==> src/rtl/ram_port_arbiter_if.sv <==
`default_nettype none
// ============================================================================
// Module   : ram_port_arbiter_if
// Brief    : Bundle of the two master ports (A, B) and the single-port RAM
//            pins that sit around ram_port_arbiter.
//            slave  - arbiter side
//            master - requester side (drives req/we/addr/wdata)
//            ram    - RAM side (drives ram_data_out)
// Revision : 1.0 - initial release
// ============================================================================
interface ram_port_arbiter_if #(
  parameter int DATA_WIDTH = 8,
  parameter int RAM_DEPTH  = 16
);
  localparam int C_AW = $clog2(RAM_DEPTH);

  // Master A
  logic                  a_req;
  logic                  a_we;
  logic [C_AW-1:0]       a_addr;
  logic [DATA_WIDTH-1:0] a_wdata;
  logic                  a_gnt;
  logic                  a_rvalid;
  logic [DATA_WIDTH-1:0] a_rdata;

  // Master B
  logic                  b_req;
  logic                  b_we;
  logic [C_AW-1:0]       b_addr;
  logic [DATA_WIDTH-1:0] b_wdata;
  logic                  b_gnt;
  logic                  b_rvalid;
  logic [DATA_WIDTH-1:0] b_rdata;

  // RAM pins
  logic                  ram_cs;
  logic                  ram_oe;
  logic                  ram_wr_en;
  logic [C_AW-1:0]       ram_addr;
  logic [DATA_WIDTH-1:0] ram_data_in;
  logic [DATA_WIDTH-1:0] ram_data_out;

  modport slave (
    input  a_req, a_we, a_addr, a_wdata,
    input  b_req, b_we, b_addr, b_wdata,
    input  ram_data_out,
    output a_gnt, a_rvalid, a_rdata,
    output b_gnt, b_rvalid, b_rdata,
    output ram_cs, ram_oe, ram_wr_en, ram_addr, ram_data_in
  );

  modport master (
    output a_req, a_we, a_addr, a_wdata,
    output b_req, b_we, b_addr, b_wdata,
    input  a_gnt, a_rvalid, a_rdata,
    input  b_gnt, b_rvalid, b_rdata
  );

  modport ram (
    input  ram_cs, ram_oe, ram_wr_en, ram_addr, ram_data_in,
    output ram_data_out
  );
endinterface
`default_nettype wire

==> src/rtl/ram_port_arbiter.sv <==
`default_nettype none
// ============================================================================
// Module   : ram_port_arbiter
// Brief    : Shares one single-address-port RAM between two masters (A, B).
//            Commands are serialised onto registered RAM pins through a
//            three-state FSM (IDLE -> CMD [-> RESP]) and read data is routed
//            back to the issuing master.
//            Build option: define RAM_ARB_FIXED_PRIO_EN for fixed priority
//            (A always wins a tie, no last-served pointer); default build is
//            round-robin.
// Revision : 1.0 - initial release
// ============================================================================
module ram_port_arbiter #(
  parameter int DATA_WIDTH = 8,
  parameter int RAM_DEPTH  = 16
) (
  input  logic              clk,
  input  logic              rst_n,
  ram_port_arbiter_if.slave bus
);

  localparam int C_AW = $clog2(RAM_DEPTH);

  localparam logic [1:0] C_IDLE = 2'd0;
  localparam logic [1:0] C_CMD  = 2'd1;
  localparam logic [1:0] C_RESP = 2'd2;

  // FSM and transaction bookkeeping
  logic [1:0]            r_state;
  logic                  r_win_b;     // 1: current transaction belongs to B
  logic                  r_win_we;    // 1: current transaction is a write

  // Registered master-side outputs
  logic                  r_a_gnt;
  logic                  r_b_gnt;
  logic                  r_a_rvalid;
  logic                  r_b_rvalid;
  logic [DATA_WIDTH-1:0] r_a_rdata;
  logic [DATA_WIDTH-1:0] r_b_rdata;

  // Registered RAM pins
  logic                  r_ram_cs;
  logic                  r_ram_oe;
  logic                  r_ram_wr_en;
  logic [C_AW-1:0]       r_ram_addr;
  logic [DATA_WIDTH-1:0] r_ram_data_in;

  // Arbitration wires
  logic                  w_any_req;
  logic                  w_accept;
  logic                  w_pick_b;
  logic                  w_sel_we;
  logic [C_AW-1:0]       w_sel_addr;
  logic [DATA_WIDTH-1:0] w_sel_wdata;

  // Requests are only looked at while IDLE; anything held in CMD/RESP waits.
  assign w_any_req = bus.a_req | bus.b_req;
  assign w_accept  = (r_state == C_IDLE) && w_any_req;

`ifdef RAM_ARB_FIXED_PRIO_EN
  // A wins whenever it asks; B only gets through when A is quiet.
  assign w_pick_b = ~bus.a_req;
`else
  // Last-served pointer: 1 = B was served last. Resetting to B lets A win
  // the first tie.
  logic r_last_b;

  // Pointer moves only when a grant is actually issued.
  always_ff @(posedge clk or negedge rst_n) begin
    if (!rst_n) begin
      r_last_b <= 1'b1;
    end else if (w_accept) begin
      r_last_b <= w_pick_b;
    end
  end

  // Single requester wins outright; on a tie the port not served last wins.
  assign w_pick_b = (bus.a_req && bus.b_req) ? ~r_last_b : bus.b_req;
`endif

  // Winner's command, muxed in front of the RAM pin registers.
  assign w_sel_we    = w_pick_b ? bus.b_we    : bus.a_we;
  assign w_sel_addr  = w_pick_b ? bus.b_addr  : bus.a_addr;
  assign w_sel_wdata = w_pick_b ? bus.b_wdata : bus.a_wdata;

  // Sequencer: accept in IDLE, let the RAM execute in CMD, collect in RESP.
  always_ff @(posedge clk or negedge rst_n) begin
    if (!rst_n) begin
      r_state  <= C_IDLE;
      r_win_b  <= 1'b0;
      r_win_we <= 1'b0;
    end else begin
      case (r_state)
        C_IDLE: begin
          if (w_accept) begin
            r_state  <= C_CMD;
            r_win_b  <= w_pick_b;
            r_win_we <= w_sel_we;
          end
        end
        C_CMD: begin
          // Writes are complete once the RAM has taken this edge.
          r_state <= r_win_we ? C_IDLE : C_RESP;
        end
        C_RESP: begin
          r_state <= C_IDLE;
        end
        default: begin
          r_state <= C_IDLE;
        end
      endcase
    end
  end

  // One-cycle grant pulse to the winner on the accepting edge.
  always_ff @(posedge clk or negedge rst_n) begin
    if (!rst_n) begin
      r_a_gnt <= 1'b0;
      r_b_gnt <= 1'b0;
    end else begin
      r_a_gnt <= w_accept & ~w_pick_b;
      r_b_gnt <= w_accept &  w_pick_b;
    end
  end

  // RAM pins: controls are single-cycle strobes, address/data hold their
  // last value so the bus does not toggle while idle.
  always_ff @(posedge clk or negedge rst_n) begin
    if (!rst_n) begin
      r_ram_cs      <= 1'b0;
      r_ram_oe      <= 1'b0;
      r_ram_wr_en   <= 1'b0;
      r_ram_addr    <= '0;
      r_ram_data_in <= '0;
    end else begin
      r_ram_cs    <= 1'b0;
      r_ram_oe    <= 1'b0;
      r_ram_wr_en <= 1'b0;
      if (w_accept) begin
        r_ram_cs   <= 1'b1;
        r_ram_addr <= w_sel_addr;
        if (w_sel_we) begin
          r_ram_wr_en   <= 1'b1;
          r_ram_data_in <= w_sel_wdata;
        end else begin
          r_ram_oe <= 1'b1;
        end
      end
    end
  end

  // Read return: the RAM's registered output is valid in RESP; steer it to
  // the issuing port and hold it there until that port's next read.
  always_ff @(posedge clk or negedge rst_n) begin
    if (!rst_n) begin
      r_a_rvalid <= 1'b0;
      r_b_rvalid <= 1'b0;
      r_a_rdata  <= '0;
      r_b_rdata  <= '0;
    end else begin
      r_a_rvalid <= 1'b0;
      r_b_rvalid <= 1'b0;
      if (r_state == C_RESP) begin
        if (r_win_b) begin
          r_b_rvalid <= 1'b1;
          r_b_rdata  <= bus.ram_data_out;
        end else begin
          r_a_rvalid <= 1'b1;
          r_a_rdata  <= bus.ram_data_out;
        end
      end
    end
  end

  assign bus.a_gnt       = r_a_gnt;
  assign bus.b_gnt       = r_b_gnt;
  assign bus.a_rvalid    = r_a_rvalid;
  assign bus.b_rvalid    = r_b_rvalid;
  assign bus.a_rdata     = r_a_rdata;
  assign bus.b_rdata     = r_b_rdata;
  assign bus.ram_cs      = r_ram_cs;
  assign bus.ram_oe      = r_ram_oe;
  assign bus.ram_wr_en   = r_ram_wr_en;
  assign bus.ram_addr    = r_ram_addr;
  assign bus.ram_data_in = r_ram_data_in;

endmodule
`default_nettype wire

==> src/flat_wrapper.sv <==
// flat-port wrapper written by rule: the top's interface ports become plain ports
module ram_port_arbiter_flat 
#(
  parameter int DATA_WIDTH = 8,
  parameter int RAM_DEPTH  = 16
)
  (clk, rst_n, bus_a_req, bus_a_we, bus_a_addr, bus_a_wdata, bus_b_req, bus_b_we, bus_b_addr, bus_b_wdata, bus_ram_data_out, bus_a_gnt, bus_a_rvalid, bus_a_rdata, bus_b_gnt, bus_b_rvalid, bus_b_rdata, bus_ram_cs, bus_ram_oe, bus_ram_wr_en, bus_ram_addr, bus_ram_data_in);
  ram_port_arbiter_if #(.DATA_WIDTH(DATA_WIDTH), .RAM_DEPTH(RAM_DEPTH)) bus_i ();
  input  logic clk;
  input  logic rst_n;
  input wire logic [$bits(bus_i.a_req)-1:0] bus_a_req;
  input wire logic [$bits(bus_i.a_we)-1:0] bus_a_we;
  input wire logic [$bits(bus_i.a_addr)-1:0] bus_a_addr;
  input wire logic [$bits(bus_i.a_wdata)-1:0] bus_a_wdata;
  input wire logic [$bits(bus_i.b_req)-1:0] bus_b_req;
  input wire logic [$bits(bus_i.b_we)-1:0] bus_b_we;
  input wire logic [$bits(bus_i.b_addr)-1:0] bus_b_addr;
  input wire logic [$bits(bus_i.b_wdata)-1:0] bus_b_wdata;
  input wire logic [$bits(bus_i.ram_data_out)-1:0] bus_ram_data_out;
  output wire logic [$bits(bus_i.a_gnt)-1:0] bus_a_gnt;
  output wire logic [$bits(bus_i.a_rvalid)-1:0] bus_a_rvalid;
  output wire logic [$bits(bus_i.a_rdata)-1:0] bus_a_rdata;
  output wire logic [$bits(bus_i.b_gnt)-1:0] bus_b_gnt;
  output wire logic [$bits(bus_i.b_rvalid)-1:0] bus_b_rvalid;
  output wire logic [$bits(bus_i.b_rdata)-1:0] bus_b_rdata;
  output wire logic [$bits(bus_i.ram_cs)-1:0] bus_ram_cs;
  output wire logic [$bits(bus_i.ram_oe)-1:0] bus_ram_oe;
  output wire logic [$bits(bus_i.ram_wr_en)-1:0] bus_ram_wr_en;
  output wire logic [$bits(bus_i.ram_addr)-1:0] bus_ram_addr;
  output wire logic [$bits(bus_i.ram_data_in)-1:0] bus_ram_data_in;
  assign bus_i.a_req = bus_a_req;
  assign bus_i.a_we = bus_a_we;
  assign bus_i.a_addr = bus_a_addr;
  assign bus_i.a_wdata = bus_a_wdata;
  assign bus_i.b_req = bus_b_req;
  assign bus_i.b_we = bus_b_we;
  assign bus_i.b_addr = bus_b_addr;
  assign bus_i.b_wdata = bus_b_wdata;
  assign bus_i.ram_data_out = bus_ram_data_out;
  assign bus_a_gnt = bus_i.a_gnt;
  assign bus_a_rvalid = bus_i.a_rvalid;
  assign bus_a_rdata = bus_i.a_rdata;
  assign bus_b_gnt = bus_i.b_gnt;
  assign bus_b_rvalid = bus_i.b_rvalid;
  assign bus_b_rdata = bus_i.b_rdata;
  assign bus_ram_cs = bus_i.ram_cs;
  assign bus_ram_oe = bus_i.ram_oe;
  assign bus_ram_wr_en = bus_i.ram_wr_en;
  assign bus_ram_addr = bus_i.ram_addr;
  assign bus_ram_data_in = bus_i.ram_data_in;
  ram_port_arbiter #(.DATA_WIDTH(DATA_WIDTH), .RAM_DEPTH(RAM_DEPTH)) u_core (.clk(clk), .rst_n(rst_n), .bus(bus_i));
endmodule
==> config.mk <==
export PLATFORM = sky130hd
export DESIGN_NAME = ram_port_arbiter_flat
export DESIGN_NICKNAME = d
export VERILOG_FILES = /design/src/rtl/ram_port_arbiter_if.sv /design/src/rtl/ram_port_arbiter.sv /design/src/flat_wrapper.sv
export SDC_FILE = /design/constraint.sdc
export NUM_CORES = 1
export LEC_CHECK = 0
export BUFFER_PORTS_ARGS = -buffer_cell sky130_fd_sc_hd__clkbuf_2
export CAP_MARGIN = 20
export CORE_MARGIN = 5
export CORE_UTILIZATION = 45
export CTS_CLUSTER_DIAMETER = 80
export DETAILED_ROUTE_END_ITERATION = 10
export GPL_TIMING_DRIVEN = 0
export PLACE_DENSITY = 0.74
export SLEW_MARGIN = 30
export SYNTH_ARGS = -nofsm -noshare
export SYNTH_HDL_FRONTEND = slang
export SYNTH_SLANG_ARGS = --single-unit
==> constraint.sdc <==
create_clock -name clk -period 3.5 [get_ports clk]
set_input_delay 0.35 -clock clk [delete_from_list [all_inputs] [get_ports clk]]
set_output_delay 0.35 -clock clk [all_outputs]
set_load 0.02 [all_outputs]
Word level (Yosys, flattened, before mapping) --
Index checks and enable logic that the tools add are counted.
Word-level totals: flip-flop bits (word level) 40, latch bits 0, bits in writable memories 0, memory bits (read-only) 0, input port bits 38, output and inout bits 35, word-level logic and storage cells 47, memories kept 0
Operators by class: $add $sub $neg 0, $mul 0, divide/modulo/power cells 0, order comparisons 0, equality and inequality tests 3, shifts and indexed selects 0, muxes and demuxes 16, bitwise operators 6, reductions and logical operators 7
Operators by type and width (count):
- $mux W1 | 11
- $mux W8 | 1
- $reduce_and A2 Y1 | 4
- $mux W2 | 2
- $mux W4 | 1
- $pmux W2 S2 | 1
- $not A1 Y1 | 3
- $and A1 B1 Y1 | 2
- $eq A2 B1 Y1 const B | 1
- $eq A2 B2 Y1 const B | 1
- $logic_and A1 B1 Y1 | 2
- $logic_not A2 Y1 | 1
- $ne A2 B1 Y1 const B | 1
- $or A1 B1 Y1 | 1

Depth between registers and ports, before layout --
word-level depth 5, gate-level depth with buffers 4, gate-level depth less buffers 4

Worst setup path after synthesis --
Ideal clock, no wire load.
kind reg-to-reg, start register u_core.r_last_b, end register u_core.r_ram_data_in[0] (netlist: u_core.bus.ram_data_in[0]), setup time 0.126 ns, arrival 1.235 ns, required time 3.374 ns, setup slack 2.140 ns, cell stages (with the launch flop) 4, path buffers 0, period minus slack after synthesis 1.360 ns, cell sequence dfstp_2 > and2b_1 > or3_1 > o311a_1
On the way: cells in the longest elaborated chain, start to end 4, elaborated cells on any way between the ends 5, those cells by class mux: 3; bitwise: 1; reduce/logical: 1
Ends and longest elaborated chain:
- from (decl) | RTL line ram_port_arbiter.sv:66 | logic r_last_b;
- from (signal assigned) | RTL line ram_port_arbiter.sv:73 | r_last_b <= w_pick_b;
- $not A1 Y1 (*) | RTL line ram_port_arbiter.sv:78 | assign w_pick_b = (bus.a_req && bus.b_req) ? ~r_last_b : bus.b_req;
- $mux W1 (*) | RTL line ram_port_arbiter.sv:78
- $mux W1 | RTL line ram_port_arbiter.sv:82 | assign w_sel_we = w_pick_b ? bus.b_we : bus.a_we;
- $reduce_and A2 Y1 (no line)
- to (signal assigned) | RTL line ram_port_arbiter.sv:144 | r_ram_data_in <= w_sel_wdata;
- to (decl) | RTL line ram_port_arbiter.sv:46 | logic [DATA_WIDTH-1:0] r_ram_data_in;
Mark *: on every way between the ends. The rest lies on a longest branch, timed or not. A chain may end at the register's enable or synchronous reset.

Worst setup path after layout --
start register u_core.r_state[0], end register u_core.r_ram_data_in[2] (netlist: u_core.bus.ram_data_in[2])
On the way: cells in the longest elaborated chain, start to end 3
Ends and longest elaborated chain:
- from (decl) | RTL line ram_port_arbiter.sv:29 | logic [1:0] r_state;
- from (signal assigned) | RTL line ram_port_arbiter.sv:103 | r_state <= r_win_we ? C_IDLE : C_RESP;
- $logic_not A2 Y1 | RTL line ram_port_arbiter.sv:58 | assign w_accept = (r_state == C_IDLE) && w_any_req;
- $logic_and A1 B1 Y1 | RTL line ram_port_arbiter.sv:58
- $reduce_and A2 Y1 (no line)
No other way between the ends.

==> flow_summary_export.csv <==
group,metric,value,unit
synth,yosys.area_share.simple,15.34,%
routing,antenna_left,0,
routing,drc,0,
routing,dr_wl_met3,422,um
grt,antenna_found_initial,0,
min_path,min_path_type,"input port to async pin",
routing,drt_iter0_drc,52,
clock_tree,clkSinkCount,40,
synth,synth_compound_area_share,9.774,%
floorplanning,fp.dieH,70.81,um
timing,setup_slack,2006,ps
synth,ys_seq_area_share,60.23,%
routing,routedWlPerCell,15.84,um
setup_path,worstPathMaxFanout,9,
cells_and_area,stdcell_area,2190,um^2
timing,period_share,42.69,%
cells_and_area,antenna_cells,0,
timing,setup_viol,0,
cells_and_area,layout_commonest_cell,"clkbuf_2",
status,outcome,"completed",
synth,syn_area_per_cell,14.35,um^2
synth,ys_warn_count,0,
cells_and_area,syn2layout_area_growth,31.58,%
grt,grt_usage,15.90,%
synth,synth_mux_area_share,12.03,%
grt,grt_pass1_vias,1308,
power_and_ir_drop,leakage,1.101,nW
grt,grt_max_degree,41,
synth,synth_cell_type_count,25,
floorplanning,die_area,5014,um^2
routing,vias,1273,
timing,max_freq,669.3,MHz
cells_and_area,final_cell_mix,"clkbuf_2 (70), dfrtp_1 (39), mux2_2 (15)",
timing,min_period,1494,ps
timing,max_slew.worst_pin.slew,497.9,ps
clock_tree,path_clk_slew,80,ps
cells_and_area,fill_cells,308,
clock_tree,clockBufferDepth,2,
synth,synthAdderAreaFrac,0,%
clock_tree,cts_root_buf,"clkbuf_8",
placement,place.gp.congestion,0.8021,
floorplanning,start_util,45.80,%
clock_tree,postCtsSetupBuffers,0,
grt,grt_pass1_wl,6.361,mm
setup_path,end_kind,"flop",
grt,grt-ovfl-total,0,
setup_path,crit_required,3670,ps
cells_and_area,final_util,60.26,%
routing,dr.pass1.iters,4,
placement,dp_hpwl,2.839,mm
timing,rsz0062_at_grt,"no",
setup_path,crit_type,"flop to flop",
synth,synthXorXnorAreaFrac,0,%
power_and_ir_drop,power_density,951.8,nW/um^2
placement,place_area,2079,um^2
timing,finalHoldViolations,0,
synth,syn_area,1664,um^2
power_and_ir_drop,vdd_drop_max,0.0004888,V
placement,dp.cells,235,
setup_path,crit_arrival,1660,ps
routing,wl_met2,1.787,mm
timing,clock_skew,7.679,ps
routing,finalWirelength,3.848,mm
clock_tree,htree_levels,2,
synth,ys_seq_elements,40,
timing,setup_tns,0,ps
synth,synth_top_family_by_area,"simple AND/OR/NAND/NOR gates",
cells_and_area,drive_above_1_share,53.85,%
floorplanning,die-width,70.81,um
flow_run,maxCapViolations,0,
clock_tree,cts_hold_buffers,0,
timing,slew_headroom,66.80,%
synth,synthCells,116,
clock_tree,worstSkewPairLatency,290,ps
placement,portBuffers,71,
synth,syn-num-nets,154,
cells_and_area,layout.nets,232,
cells_and_area,final_cells,243,
clock_tree,cts_tree,"done",
clock_tree,cts_buffers,5,
routing,wl_met1,1.628,mm
routing,viasPerCell,5.239,
placement,place_ws,1963,ps
floorplanning,core,3633,um^2
setup_path,cp-start-kind,"flop",
timing,drv_slew,0,
floorplanning,num_io_pins,73,
floorplanning,row_count,22,
clock_tree,ctsResizeCount,0,
routing,highest_layer,"met4",
[cell usage after synthesis]
cell type / instances / share of area [%]
dfrtp_1: 39 / 59
nand3b_2: 1 / 0.68
and3_1: 5 / 1.9
nand4bb_2: 1 / 0.98
buf_2: 2 / 0.60
nor2_2: 2 / 0.75
mux2i_1: 2 / 1.2
a221o_1: 4 / 2.4
mux2_2: 15 / 10
nor2_1: 2 / 0.45
o311a_1: 8 / 4.8
clkbuf_1: 1 / 0.23
o21ai_2: 1 / 0.53
nor4_4: 1 / 1.3
and2_1: 2 / 0.75
nand4b_1: 8 / 4.2
a21boi_4: 1 / 1.1
inv_1: 4 / 0.90
or3_1: 8 / 3.0
a21o_1: 2 / 0.90
nor3b_1: 2 / 0.90
and2b_1: 1 / 0.45
mux2_1: 1 / 0.68
dfstp_2: 1 / 1.6
buf_4: 2 / 0.90
[per-layer routing]
metal,vias up,GRT usage [%]
li1,593,-
met1,605,20.95
met2,73,24.41
met3,2,5.824
met4,0,5.219
met5,-,0
[registers in the layout, summed over array words and instances, names as in the netlist, 2 cells and up]
register	flops
u_core.bus.ram_addr	4
u_core.bus.a_rdata	8
u_core.bus.ram_data_in	8
u_core.bus.b_rdata	8
u_core.r_state	2
[worst max-delay path, cell delays in order (launching register included)]
cell and delay, ps:
dfrtp_1 470, nand4bb_2 390, or3_1 380, o311a_1 130
[final cells by class]
cell class,instances,area [um^2],share of cell area (%)
Sequential cell,40,1002,45.77
Timing Repair Buffer,71,357.8,16.34
Inverter,4,15.01,0.6857
Clock buffer,6,72.57,3.314
Clock inverter,2,35.03,1.600
Multi-Input combinational cell,67,618.1,28.23
Buffer,5,28.78,1.314
Tap cell,48,60.06,2.743
[metrics by stage]
| stage | total power, mW | hold WS [ps] |
|---|---|---|
| after detailed placement | 1.738 | 472.1 |
| after floorplan | 1.411 | 54.41 |
| final | 2.084 | 21.35 |
| after global routing | 2.209 | 63.45 |
| after CTS | 2.107 | 235.2 |
| after global placement | 1.697 | 425.1 |
[cells by family after synthesis]
group,after synthesis
DFF,40
and+or+nand+nor,33
muxes,18
AOI/OAI and AO/OA,16
buffers and inverters,9
[path summary, 6_finish.rpt]
| kind | start | endpoint | slack [ps] | depth (start not counted) |
|---|---|---|---|---|
| min reg2reg | u_core.r_win_we$_DFFE_PN0P_ | u_core.r_state[1]$_DFFE_PN0P_ | 470 | 1 |
| min in group clk | bus_a_addr[2] | u_core.bus.ram_addr[2]$_DFFE_PN0P_ | 300 | 2 |
| min | rst_n | u_core.bus.ram_wr_en$_DFF_PN0_ | 20 | 1 |
| max in group asynchronous | rst_n | u_core.r_last_b$_DFFE_PN1P_ | 3110 | 1 |
| max reg2reg | u_core.r_state[0]$_DFFE_PN0P_ | u_core.bus.ram_data_in[2]$_DFFE_PN0P_ | 2010 | 3 |
| max | u_core.r_state[0]$_DFFE_PN0P_ | u_core.bus.ram_data_in[2]$_DFFE_PN0P_ | 2010 | 3 |
[where the power goes]
part | internal (mW) | total, mW | switching [mW] | leakage, nW
Combinational | 0.379 | 0.897 | 0.519 | 0.568
Clock | 0.212 | 0.363 | 0.152 | 0.0552
Sequential | 0.686 | 0.823 | 0.137 | 0.478
Total | 1.28 | 2.08 | 0.807 | 1.10
No activity file was read; power rests on OpenSTA's default activity.
